$ cat config.mk
export PLATFORM = sky130hd
export DESIGN_NAME = action_ram
export DESIGN_NICKNAME = d
export VERILOG_FILES = /design/src/rtl/action_ram.sv
export SDC_FILE = /design/constraint.sdc
export NUM_CORES = 1
export LEC_CHECK = 0
export BUFFER_PORTS_ARGS = -buffer_cell sky130_fd_sc_hd__buf_2
export CORE_MARGIN = 2
export CORE_UTILIZATION = 50
export CTS_BUF_LIST = sky130_fd_sc_hd__clkbuf_2 sky130_fd_sc_hd__clkbuf_4 sky130_fd_sc_hd__clkbuf_8
export CTS_CLUSTER_DIAMETER = 60
export DETAILED_ROUTE_END_ITERATION = 16
export GPL_TIMING_DRIVEN = 0
export PLACE_DENSITY_LB_ADDON = 0.15
export REMOVE_ABC_BUFFERS = 1
export SKIP_CTS_REPAIR_TIMING = 1
export SLEW_MARGIN = 10
export SYNTH_ARGS = -nofsm -noshare
export SYNTH_HDL_FRONTEND = slang
export SYNTH_SLANG_ARGS = --single-unit
$ cat constraint.sdc
create_clock -name clk -period 3.4 [get_ports clk]
set_clock_uncertainty 0.05 [all_clocks]
set_input_delay 0.34 -clock clk [delete_from_list [all_inputs] [get_ports clk]]
set_output_delay 0.34 -clock clk [all_outputs]
set_load 0.05 [all_outputs]
$ cat src/rtl/action_ram.sv
// action_ram: simple dual-port RAM, read-first, registered output, synchronous clear
module action_ram #(
    parameter int DATA_WIDTH = 16,
    parameter int ADDR_WIDTH = 6,
    parameter int DEPTH      = 2**ADDR_WIDTH
) (
    input  logic                  clk,
    input  logic                  rst,
    input  logic                  en,
    input  logic                  write_en,
    input  logic [ADDR_WIDTH-1:0] wr_addr,
    input  logic [ADDR_WIDTH-1:0] rd_addr,
    input  logic [DATA_WIDTH-1:0] data_in,
    output logic [DATA_WIDTH-1:0] data_out
);
    logic [DATA_WIDTH-1:0] mem [DEPTH];
    always_ff @(posedge clk) begin
        if (rst) begin
            for (int i = 0; i < DEPTH; i++) mem[i] <= '0;
            data_out <= '0;
        end else if (en) begin
            if (write_en) mem[wr_addr] <= data_in;
            data_out <= mem[rd_addr];
        end
    end
endmodule

* Word-level counts from Yosys, hierarchy flattened
Memory sizes are Yosys's and may differ from the RTL's. A register that Yosys moved wholly into a read port is not among the register bits.
Index checks and enable logic that the tools add are counted.
** Word-level totals
- Register bits after elaboration :: 0
- RAM bits :: 1024
- Word-level logic and storage cells :: 11
- Memories kept :: 1
** Memories
- mem :: words 64, width 16, read ports 1, clocked after Yosys merged registers in 1, write ports 64, RTL line 16 : logic [DATA_WIDTH-1:0] mem [DEPTH];
** Operators by class
- Mux-type cells :: 9
- Reductions and logical operators :: 1
** Operators with widths (number)
- 16-bit 2-to-1 mux :: 1
- 16-bit OR reduction :: 1
- 1-bit 2-to-1 mux :: 7
- 6-bit 2-to-1 mux :: 1

* Longest topological paths before layout
- Depth in word-level cells :: 6
- Depth in mapped cells :: 9
- Gate-level depth less buffers :: 5

* Least setup slack after synthesis
OpenSTA, ideal clock, no wires.
- Path kind :: input -> register
- Start :: in wr_addr[3]
- End :: mem mem[14][0] (enable)
- Library setup time :: 0.334 ns
- Data arrival time :: 1.697 ns
- Setup slack :: 1.320 ns
- Stages on the path :: 5
- Buffers on the path :: 2
- Cell sequence :: clkbuf_1 or3b_2 clkbuf_1 nor2_1 or2_2
** RTL lines
- from (decl) :: RTL line 11 : input logic [ADDR_WIDTH-1:0] wr_addr,
- to (decl) :: RTL line 16

==> run metrics <==
Port Buffers=47; Overflow after GRT=0; Hold Path Stages=3; Crit path required time=3820 ps; DP HPWL=72,690 um; synth warn=0; share of the synthesized area in the top cell type=64.59%; R2R cell count=5; Final Worst Setup Slack=-448.8 ps; Setup crit start kind=primary input; Top delay family on crit path=simple AND/OR/NAND/NOR gates; fin. max-slew vios=0; H-tree Lvls=4; #FFs+latches synth=1,040; Die H=312.6 um; Worst slew margin=8.434%; total number of vias=27,320; initial antenna violation count=3; All-Layer GR Usage=25.89%; full die area=97,690 um2; drt initial violations=2,760; worst min-delay path class=in2reg; CTS tree=done; overall power=0.02769 W; Worst VDD drop=268.3 uV; DRC viols=0; antenna-violating nets left=0; fillers=7,585; CP max FO=59; PD cells=531.4 nW/um2; main area contributors after synthesis=edfxtp_1 65%, and2_1 13%, mux4_2 6.1%, mux2_2 4.5%, clkbuf_1 1.8%; leakage power=17.72 nW; root cell of the clock tree=clkbuf_8; first-pass GRT wire length=183,800 um; Nets=3,266; failing checks=hold timing, setup timing; crit path time final=3849 ps; post-DR vias/cell=5.897; crit-path cells=buf_4, buf_16, nor3_1, nand2_1, nor2_1, or2_2; Rows=113; vias in the first global route=27,910; R2R setup slack=680 ps; core area=94,730 um2; Routed wire per std cell=27.29 um; layout cell share with drive strength beyond 1=23.26%; async set or reset register ratio after synthesis=0%; CP endpoint kind=flop; Levels on crit path=6; CP max-delay cell=nor2_1; RSZ-0062 raised after global routing=yes; Hold WS=-0.1200 ps; CTS Buf Count=170; routability congestion estimate=0.8254; outcome=complete, but fails checks; FF+latch area=31,070 um2; sequential area share after synthesis=65.27%; I/O pin count=48; Final Setup Violations=321; maximum capacitance violations=0; Final Cycle Share=113.2%; Worst path max stage delay=1220 ps; final hold vios=1; biggest area consumer among synthesized cells=edfxtp_1; area post-placement=48,660 um2; clock latency at the later pin of the worst-skew pair=850 ps; critical path class=in2reg; EDFF count, synth=1,024; Syn Std Cell Area=47,600 um2; largest net degree at the start of global routing=110; Mapped Cells=3,304; Clock Path Buffers=3; synth cell count leaders=1,024 x and2_1, 1,024 x edfxtp_1, 227 x clkbuf_1; Initial Util=50.25%; Most used DFF post-synth=edfxtp_1; post-synth cell types=33; Clock transition at path regs=60 ps; FMAX=259.8 MHz; CP Data Arrival Time=4270 ps; CTS Sinks=1,040; Die W=312.6 um; first drt pass iteration count=5; Mean Syn Cell Area=14.41 um2; Multi-input gate area=15,460 um2; WL final=126,400 um; Final Instance Area=52,110 um2; CP bufs+invs=2; worst-margin pin slew=1370 ps; Area Growth Syn to Fin=9.472%
final timing paths:
check	endpoint	start
worst max register to register	data_out[6]$_SDFFE_PP0P_	mem[26][6]$_SDFFCE_PN0P_
worst min-delay path	data_out[7]$_SDFFE_PP0P_	en
worst min register to register	data_out[6]$_SDFFE_PP0P_	data_out[6]$_SDFFE_PP0P_
worst max-delay path	mem[50][13]$_SDFFCE_PN0P_	rst
layout by cell type (no fill, tap or decap), types with 32 or more instances in the layout:
| cell type | synthesis | layout |
|---|---|---|
| a211oi_1 | 64 | 64 |
| a22o_1 | 32 | 32 |
| a22oi_1 | 32 | 32 |
| and2_1 | 1024 | 1024 |
| clkbuf_4 | 0 | 68 |
| clkbuf_8 | 0 | 171 |
| clkinv_1 | 0 | 41 |
| edfxtp_1 | 1024 | 1024 |
| mux2_2 | 192 | 192 |
| mux4_2 | 128 | 128 |
| nor2b_1 | 67 | 66 |
| nor3_1 | 65 | 65 |
| o21ai_0 | 64 | 64 |
| o22ai_1 | 64 | 64 |
| o31ai_1 | 32 | 32 |
| or2_2 | 64 | 64 |
where the power goes:
group	total (W)	switching (W)	internal [W]	leakage, nW
combinational	0.00211	0.00142	0.000695	6.13
sequential	0.0149	0.000171	0.0147	9.85
clock	0.0107	0.00508	0.00562	1.74
final cells by class:
cell class / count / area share, %
flip-flops and latches: 1040 / 59.62
multi-input cells: 1956 / 29.67
clock buffers: 239 / 5.496
well taps: 1265 / 3.037
repair buffers: 66 / 1.354
clock inverters: 66 / 0.8187
diodes: 1 / 0.004802
per-stage QoR:
stage          std cells  util [%]  setup slack [ps]   TNS, ps
2_1_floorplan       2996         -             577.7         0
3_3_place_gp        4308     50.83             -7250  -1794130
3_5_place_dp        4326     51.37             -1331  -1135020
4_1_cts             4631     54.84            -427.4    -71770
5_1_grt             4633     55.01            -372.0    -52190
6_report            4633     55.01            -448.8    -60270
logic make-up (layout without fill, tap and decap cells):
kind of cell / after synthesis / after routing / synth area share [%]
compound gates: 304 / 304 / 4.416
simple gates: 1332 / 1332 / 17.05
other cells: 0 / 1 / 0
mux: 320 / 320 / 10.60
flops: 1040 / 1040 / 65.27
buf+inv: 308 / 371 / 2.668
registers in the layout (all words and copies together), names as in the netlist:
name / count
mem: 1024
data_out: 16
layer usage:
metal / vias to the layer above / global-route usage (%) / wire length (um)
met5: - / 0 / 0
met4: 0 / 8.776 / 3857
met3: 236 / 5.601 / 9895
met2: 1106 / 41.86 / 60580
met1: 14040 / 34.98 / 52080
li1: 11940 / - / -
tightest hold or removal path: stages:
cell	delay, ps
buf_2	230
or3b_2	170
o221ai_1	90
Power figures use the tool's default switching activity.
